===== config.mk =====
export PLATFORM = sky130hd
export DESIGN_NAME = menu_bar_graph_flat
export DESIGN_NICKNAME = d
export VERILOG_FILES = /design/src/rtl/menu_bar_graph_if.sv /design/src/rtl/menu_bar_graph.sv /design/src/flat_wrapper.sv
export SDC_FILE = /design/constraint.sdc
export NUM_CORES = 1
export LEC_CHECK = 0
export BUFFER_PORTS_ARGS = -buffer_cell sky130_fd_sc_hd__buf_2
export CAP_MARGIN = 15
export CELL_PAD_IN_SITES_DETAIL_PLACEMENT = 0
export CELL_PAD_IN_SITES_GLOBAL_PLACEMENT = 2
export CORE_ASPECT_RATIO = 0.6
export CORE_UTILIZATION = 28
export DETAILED_ROUTE_END_ITERATION = 6
export GPL_ROUTABILITY_DRIVEN = 0
export GPL_TIMING_DRIVEN = 0
export PLACE_DENSITY = 0.78
export SKIP_LAST_GASP = 1
export SLEW_MARGIN = 30
export SYNTH_ARGS = -nofsm -noshare
export SYNTH_HDL_FRONTEND = slang
export SYNTH_SLANG_ARGS = --single-unit

===== constraint.sdc =====
create_clock -name clk -period 2.25 [get_ports clk]
set_input_delay 0.1125 -clock clk [delete_from_list [all_inputs] [get_ports clk]]
set_output_delay 0.1125 -clock clk [all_outputs]
set_load 0.02 [all_outputs]

===== src/rtl/menu_bar_graph_if.sv =====
// rtl/menu_bar_graph_if.sv - pixel, navigation and selection bundle for menu_bar_graph
interface menu_bar_graph_if #(
    parameter int IDX_W = 3
);
    logic             refr_tick;
    logic [9:0]       pix_x;
    logic [9:0]       pix_y;
    logic             nav_next;
    logic             nav_prev;
    logic             confirm;
    logic             graph_on;
    logic [2:0]       graph_rgb;
    logic             sel_valid;
    logic [IDX_W-1:0] sel_idx;

    modport master (
        output refr_tick, pix_x, pix_y, nav_next, nav_prev, confirm,
        input  graph_on, graph_rgb, sel_valid, sel_idx
    );

    modport slave (
        input  refr_tick, pix_x, pix_y, nav_next, nav_prev, confirm,
        output graph_on, graph_rgb, sel_valid, sel_idx
    );
endinterface


===== src/rtl/menu_bar_graph.sv =====
// rtl/menu_bar_graph.sv - menu bar renderer with cursor, confirm flash and optional blink (MENU_BLINK_EN)
module menu_bar_graph #(
    parameter int N_ITEMS      = 6,
    parameter int ITEM_W       = 80,
    parameter int ITEM_GAP     = 10,
    parameter int MARGIN       = 10,
    parameter int BAR_H        = 80,
    parameter int FLASH_FRAMES = 8,
    parameter int BLINK_FRAMES = 30
) (
    input  logic              clk,
    input  logic              reset,
    menu_bar_graph_if.slave   bus
);
    localparam int IDX_W = ($clog2(N_ITEMS) > 1) ? $clog2(N_ITEMS) : 1;
    localparam int PITCH = ITEM_W + ITEM_GAP;
    localparam int FC_W  = $clog2(FLASH_FRAMES + 1);
    localparam logic [IDX_W-1:0] LAST = IDX_W'(N_ITEMS - 1);

    // Reject item counts or geometries that cannot fit the 640-pixel bar.
    if (N_ITEMS < 2 || N_ITEMS > 16) begin : g_bad_items
        $error("menu_bar_graph: N_ITEMS must be in 2..16");
    end
    if (MARGIN + N_ITEMS * PITCH - ITEM_GAP > 640) begin : g_bad_geom
        $error("menu_bar_graph: item row wider than the 640-pixel bar");
    end

    logic [IDX_W-1:0] cursor;
    logic [IDX_W-1:0] cursor_nxt;
    logic [IDX_W-1:0] disp_cursor;
    logic [IDX_W-1:0] flash_idx;
    logic [FC_W-1:0]  flash_cnt;
    logic             confirm_ok;
    logic             blink_vis;

    logic [10:0]      x11;
    logic [10:0]      y11;
    logic             in_bar;
    logic             in_row;
    logic             item_hit;
    logic [IDX_W-1:0] item_idx;
    logic [2:0]       rgb_nxt;

    // Cursor after this cycle's navigation; opposing pulses cancel.
    always_comb begin
        cursor_nxt = cursor;
        if (bus.nav_next && !bus.nav_prev) begin
            cursor_nxt = (cursor == LAST) ? '0 : cursor + 1'b1;
        end else if (bus.nav_prev && !bus.nav_next) begin
            cursor_nxt = (cursor == '0) ? LAST : cursor - 1'b1;
        end
    end

    assign confirm_ok = bus.confirm && (flash_cnt == '0);

    // Cursor, frame-latched display cursor, confirm flash and selection report.
    always_ff @(posedge clk) begin
        if (reset) begin
            cursor        <= '0;
            disp_cursor   <= '0;
            flash_idx     <= '0;
            flash_cnt     <= '0;
            bus.sel_valid <= 1'b0;
            bus.sel_idx   <= '0;
        end else begin
            cursor        <= cursor_nxt;
            bus.sel_valid <= confirm_ok;
            if (bus.refr_tick) begin
                disp_cursor <= cursor;
            end
            if (confirm_ok) begin
                bus.sel_idx <= cursor_nxt;
                flash_idx   <= cursor_nxt;
                flash_cnt   <= FC_W'(FLASH_FRAMES);
            end else if (bus.refr_tick && flash_cnt != '0) begin
                flash_cnt <= flash_cnt - 1'b1;
            end
        end
    end

`ifdef MENU_BLINK_EN
    localparam int BC_W = $clog2(BLINK_FRAMES + 1);
    logic [BC_W-1:0] blink_cnt;

    // Frame-based blink; any user activity restarts it in the visible phase.
    always_ff @(posedge clk) begin
        if (reset) begin
            blink_cnt <= '0;
            blink_vis <= 1'b1;
        end else if (bus.nav_next || bus.nav_prev || bus.confirm) begin
            blink_cnt <= '0;
            blink_vis <= 1'b1;
        end else if (bus.refr_tick) begin
            if (blink_cnt == BC_W'(BLINK_FRAMES - 1)) begin
                blink_cnt <= '0;
                blink_vis <= ~blink_vis;
            end else begin
                blink_cnt <= blink_cnt + 1'b1;
            end
        end
    end
`else
    assign blink_vis = 1'b1;
`endif

    assign x11    = {1'b0, bus.pix_x};
    assign y11    = {1'b0, bus.pix_y};
    assign in_bar = (x11 < 11'd640) && (y11 < 11'(BAR_H));
    assign in_row = (y11 >= 11'(MARGIN)) && (y11 < 11'(BAR_H - MARGIN));

    // Locate which item box, if any, spans the current column.
    always_comb begin
        item_hit = 1'b0;
        item_idx = '0;
        for (int k = 0; k < N_ITEMS; k++) begin
            if (x11 >= 11'(MARGIN + k * PITCH) && x11 < 11'(MARGIN + k * PITCH + ITEM_W)) begin
                item_hit = 1'b1;
                item_idx = IDX_W'(k);
            end
        end
    end

    // Colour priority: flash, highlighted cursor, plain box, bar background.
    always_comb begin
        rgb_nxt = 3'b000;
        if (in_bar) begin
            if (in_row && item_hit) begin
                if (flash_cnt != '0 && item_idx == flash_idx) begin
                    rgb_nxt = 3'b011;
                end else if (item_idx == disp_cursor && blink_vis) begin
                    rgb_nxt = 3'b110;
                end else begin
                    rgb_nxt = 3'b101;
                end
            end else begin
                rgb_nxt = 3'b111;
            end
        end
    end

    // Register the pixel stream for a fixed one-cycle latency.
    always_ff @(posedge clk) begin
        if (reset) begin
            bus.graph_on  <= 1'b0;
            bus.graph_rgb <= 3'b000;
        end else begin
            bus.graph_on  <= in_bar;
            bus.graph_rgb <= rgb_nxt;
        end
    end
endmodule


===== src/flat_wrapper.sv =====
// flat-port wrapper written by rule: the top's interface ports become plain ports
module menu_bar_graph_flat 
#(
    parameter int N_ITEMS      = 6,
    parameter int ITEM_W       = 80,
    parameter int ITEM_GAP     = 10,
    parameter int MARGIN       = 10,
    parameter int BAR_H        = 80,
    parameter int FLASH_FRAMES = 8,
    parameter int BLINK_FRAMES = 30
)
  (clk, reset, bus_refr_tick, bus_pix_x, bus_pix_y, bus_nav_next, bus_nav_prev, bus_confirm, bus_graph_on, bus_graph_rgb, bus_sel_valid, bus_sel_idx);
  menu_bar_graph_if #(.IDX_W(3)) bus_i ();
  input  logic clk;
  input  logic reset;
  input wire logic [$bits(bus_i.refr_tick)-1:0] bus_refr_tick;
  input wire logic [$bits(bus_i.pix_x)-1:0] bus_pix_x;
  input wire logic [$bits(bus_i.pix_y)-1:0] bus_pix_y;
  input wire logic [$bits(bus_i.nav_next)-1:0] bus_nav_next;
  input wire logic [$bits(bus_i.nav_prev)-1:0] bus_nav_prev;
  input wire logic [$bits(bus_i.confirm)-1:0] bus_confirm;
  output wire logic [$bits(bus_i.graph_on)-1:0] bus_graph_on;
  output wire logic [$bits(bus_i.graph_rgb)-1:0] bus_graph_rgb;
  output wire logic [$bits(bus_i.sel_valid)-1:0] bus_sel_valid;
  output wire logic [$bits(bus_i.sel_idx)-1:0] bus_sel_idx;
  assign bus_i.refr_tick = bus_refr_tick;
  assign bus_i.pix_x = bus_pix_x;
  assign bus_i.pix_y = bus_pix_y;
  assign bus_i.nav_next = bus_nav_next;
  assign bus_i.nav_prev = bus_nav_prev;
  assign bus_i.confirm = bus_confirm;
  assign bus_graph_on = bus_i.graph_on;
  assign bus_graph_rgb = bus_i.graph_rgb;
  assign bus_sel_valid = bus_i.sel_valid;
  assign bus_sel_idx = bus_i.sel_idx;
  menu_bar_graph #(.N_ITEMS(N_ITEMS), .ITEM_W(ITEM_W), .ITEM_GAP(ITEM_GAP), .MARGIN(MARGIN), .BAR_H(BAR_H), .FLASH_FRAMES(FLASH_FRAMES), .BLINK_FRAMES(BLINK_FRAMES)) u_core (.clk(clk), .reset(reset), .bus(bus_i));
endmodule

Yosys cells after proc, flatten, opt, wreduce, memory -nomap -nowiden
Index checks and enable logic that the tools add are counted.
Operators by class
  $add $sub $neg: 3
  magnitude comparators: 16
  eq/ne operators: 3
  mux-type cells: 20
  bitwise operators: 1
  reduce and logical (&&, ||, !) cells: 22
Operators with widths (number)
  $ge 10x9->1 const B: 3
  $lt 10x7->1 const B: 3
  $lt 10x9->1 const B: 3
  $mux 3: 8
  $ge 10x4->1 const B: 2
  $lt 10x10->1 const B: 2
  $logic_and 1x1->1: 14
  $ge 10x7->1 const B: 1
  $ge 10x8->1 const B: 1
  $lt 10x8->1 const B: 1
  $mux 4: 2
  $mux 1: 7
  $eq 3x3->1: 2
  $mux 2: 3
  $logic_not 4->1: 1
  $reduce_bool 4->1: 1
  $reduce_or 2->1: 2
  $sub 4x1->4 const B: 1
  $add 3x1->3 const B: 1
  $eq 3x3->1 const B: 1
  $logic_not 3->1: 1
  $sub 3x1->3 const B: 1
  $logic_not 1->1: 2
  $reduce_bool 2->1: 1
  $not 1->1: 1
Word-level totals
  register bits: 18
  input port bits: 26
  output and inout port bits: 8
  logic and storage cells: 73

Longest topological paths before layout
  word-level depth: 11
  gate-level depth with buffers: 8
  gate-level depth less buffers: 8

Worst setup path before layout
OpenSTA, ideal clock, no wires.
  kind: input-to-reg
  from: in bus_pix_x[7]
  to: reg u_core.bus.graph_rgb[0]
  library setup time: 122 ps
  arrival time: 1764 ps
  data required time: 2128 ps
  setup slack: 364 ps
  stages: 7
  path buffers: 1
  cell sequence: buf_6 -> or4b_1 -> a311o_1 -> nand3_1 -> mux2_1 -> a211oi_2 -> a21oi_1
On the way
  cells in the longest elaborated chain, start to end: 11
  elaborated cells on any way between the ends: 40
  classes of those cells: 13 x order compare; 2 x eq/ne; 14 x mux; 1 x bitwise; 10 x reduce/logical
Ends and longest elaborated chain
  start, declared: line flat_wrapper.sv:17  | input wire logic [$bits(bus_i.pix_x)-1:0] bus_pix_x;
  $ge 10x7->1 or $lt 10x8->1 (tied branches): line menu_bar_graph.sv:116  | if (x11 >= 11'(MARGIN + k * PITCH) && x11 < 11'(MARGIN + k * PITCH + ITEM_W)) begin
  $logic_and 1x1->1: line menu_bar_graph.sv:116
  $mux 1: line menu_bar_graph.sv:116
  $mux 2 (2 in a row): line menu_bar_graph.sv:116
  $mux 3 (2 in a row): line menu_bar_graph.sv:116
  $eq 3x3->1, on equally long branches: line menu_bar_graph.sv:130, menu_bar_graph.sv:128
  $mux 2 or $logic_and 1x1->1 (tied branches): line menu_bar_graph.sv:130, menu_bar_graph.sv:128
  $mux 3: line menu_bar_graph.sv:128  | if (flash_cnt != '0 && item_idx == flash_idx) begin
  $mux 3: line menu_bar_graph.sv:127  | if (in_row && item_hit) begin
  end signal, assigned: line menu_bar_graph.sv:148  | bus.graph_rgb <= rgb_nxt;
  end, declared: line menu_bar_graph_if.sv:23  | output graph_on, graph_rgb, sel_valid, sel_idx
Parallel ways exist; a longest one is shown, timed or not.
A chain may end at the register's enable or synchronous reset.

Final worst setup path
  from: reg u_core.flash_cnt[0]
  to: reg u_core.bus.graph_rgb[1]
On the way
  cells in the longest elaborated chain, start to end: 4
Ends and longest elaborated chain
  start, declared: line menu_bar_graph.sv:32  | logic [FC_W-1:0] flash_cnt;
  start signal, assigned: line menu_bar_graph.sv:74  | flash_cnt <= FC_W'(FLASH_FRAMES);
  start signal, assigned: line menu_bar_graph.sv:76  | flash_cnt <= flash_cnt - 1'b1;
  $reduce_bool 4->1: line menu_bar_graph.sv:128
  $logic_and 1x1->1: line menu_bar_graph.sv:128
  $mux 3: line menu_bar_graph.sv:128
  $mux 3: line menu_bar_graph.sv:127
Every way passes these cells.

==> run summary <==
initial drt markers: 26
number of instances resized during post-cts repair: 0
slowest stage delay, CP: 0.44 ns
footprint of the flip-flops and latches: 360 um2
run status: finished clean
# diodes: 0
vias in the first global route: 1136
Bufs and invs on worst path: 1
primary flip-flop cell chosen by synthesis mapping: dfxtp_1
ratio of total power to cell area: 730 nW/um2
Row Count: 17
critical path startpoint: u_core.flash_cnt[0]
# Max-Cap Violations: 0
post-CTS setup-driven buffer insertion count: 0
detailed-router iteration count before antenna repair: 4
maximum vdd drop: 239 uV
sum of overflow across all layers after global routing: 0
WL per Instance: 12.4 um
number of vias per cell: 5.02
CTS tree: done
number of nets at the end of the flow: 214
path type of the worst min-delay path: primary input to flop
initial antenna violation count: 0
initial standard-cell utilization of the core: 0.307
cell-by-cell listing of the critical path: inv_1, ha_1, nor3b_1, nor2b_1, mux2_1, a211oi_2, a21oi_1
largest net degree at the start of global routing: 11
instance area after placement: 1400 um2
Period Utilization, post-route: 0.847
Cells after Synth: 153
Synthesized Nets: 181
filler cell count: 429
sort of element at the start of the critical path: flop
top cell type by total area after synthesis: dfxtp_1
Fmax: 0.525 GHz
clock tree buffer depth: 2
Cell Area, Synth: 1190 um2
hold buffer count at CTS: 0
Core Box Area: 3870 um2
Hold Startpoint: reset
count of synthesis-stage warnings from yosys: 0
Arrival @ worst endpoint: 2.04 ns
mean area per synthesized cell: 7.78 um2
Total Die Area: 4520 um2
worst-path fanout max: 5
layout cell share with drive strength beyond 1: 0.227
shortest clock period the worst path allows after layout: 1.91 ns
leakage dissipation: 0.000617 uW
Clk Latency, worst-skew pair: 0.25 ns
count of input and output buffers: 28
crit path capture type: flop
number of endpoints failing setup at the final stage: 0
Commonest cells post-synth: nor2_1 (22), dfxtp_1 (18), nand2_1 (12), o21ai_0 (10)
largest clock skew in the final design: 0.00479 ns
post-detailed-route DRC marker count: 0
startpoint of the lowest-slack register-to-register path: u_core.flash_cnt[0]
max_slew headroom: 0.545
CTS Buf Count: 3
worst endpoint required time: 2.38 ns
DP HPWL: 2390 um
overall track demand over capacity in global routing: 0.152
die outline height: 52.5 um
most repeated cell in the gate-level netlist after synthesis: nor2_1
Routed WL: 2990 um
number of sinks on the clock net: 18
Synth cell types: 50
register bit count reported by yosys: 18
detailed-route via count: 1214
total number of H-tree levels: 1
share of synthesized registers carrying an async set or reset: 0
final standard cell area without fillers: 1460 um2
startpoint-to-endpoint class of the critical path: flop to flop
io pins: 34
Worst path slowest cell: nor3b_1
Reg clk slew, reported paths: 0.07 ns
Antenna Violating Nets Remaining: 0
Synth top area share: 0.303
worst-case hold slack: 0.122 ns
Slew Limit Fails: 0
global-route wire length before repair: 5280 um
Final TNS setup: 0 ns
synth top area cells: dfxtp_1 (30%), nor2_1 (6.9%), o21ai_0 (4.2%)
slew at the pin closest to its max-slew limit: 0.676 ns
area occupied by multi-input gates: 763 um2
layout overhead on the synthesized area: 22.4%
portion of the post-synthesis area used by sequential elements: 0.303
count of flip-flops with a built-in enable after synthesis: 0
kind of cell adding the most delay to the critical path: simple AND/OR/NAND/NOR gates
setup repair after global routing missed its margin: false
Die Wd: 86.2 um
Hold Vio Cnt, Final: 0
clock tree root buffer cell: clkbuf_8
[cell type report]
cell class / count / share of cell area
Clock buffer: 4 / 0.0378
Inverter: 8 / 0.0206
Tap cell: 57 / 0.0490
Buffer: 7 / 0.0249
Timing Repair Buffer: 28 / 0.0962
Multi-Input combinational cell: 120 / 0.524
Sequential cell: 18 / 0.247
[layout by cell type, fill, tap and decap left out, drive strengths merged, types with 2 or more instances in the layout]
cell type	instances
ha	2
a211oi	3
nor3	4
dfxtp	18
nor2	22
nor4	6
xnor2	2
or4b	2
or3	2
nand3	4
buf	31
a2111oi	2
nand4	2
a31oi	4
a21oi	8
o311ai	2
inv	8
clkbuf	8
o21ai	10
mux2	3
nand2	12
nand2b	4
nor2b	2
o211a	2
mux2i	3
[flip-flops by register name, indices dropped and copies added (netlist names)]
name,cells
u_core.bus.sel_valid,1
u_core.flash_idx,3
u_core.bus.graph_on,1
u_core.disp_cursor,3
u_core.bus.graph_rgb,3
u_core.cursor,3
u_core.flash_cnt,4
[worst paths after layout]
check / cells after the start / end / slack, ns
max: 7 / u_core.bus.graph_rgb[1] / 0.34
min: 2 / u_core.flash_idx[1] / 0.12
max reg2reg: 7 / u_core.bus.graph_rgb[1] / 0.34
min reg2reg: 2 / u_core.flash_cnt[2] / 0.49
[report_power, final]
part,switching (uW),internal [uW]
sequential,40.0,369
clock,105,155
combinational,229,164
total,375,688
[metrics by stage]
step / worst slack [ns] / total power (uW) / utilization / cells
after global routing: 0.118 / 1160 / 0.376 / 242
final: 0.344 / 1060 / 0.376 / 242
after CTS: 0.331 / 1080 / 0.376 / 242
after detailed placement: 0.131 / 809 / 0.362 / 238
after floorplan: 0.364 / 702 / - / 153
after global placement: 0.133 / 805 / 0.362 / 238
[metal layers]
layer / global-route usage / part of all wire / up-vias
li1: - / - / 626
met1: 0.212 / 0.55 / 559
met2: 0.231 / 0.38 / 27
met3: 0.0504 / 0.065 / 2
met4: 0.0250 / 0.0057 / 0
met5: 0 / 0 / -
[kinds of logic after synthesis]
logic type	Yosys count	synth area share
compound gates	41	0.250
xor+xnor	3	0.0221
fa+ha+maj	2	0.0210
buf+inv	15	0.0557
flops	18	0.303
mux	6	0.0536
simple gates	68	0.294
(Power assumes the default switching activity.)
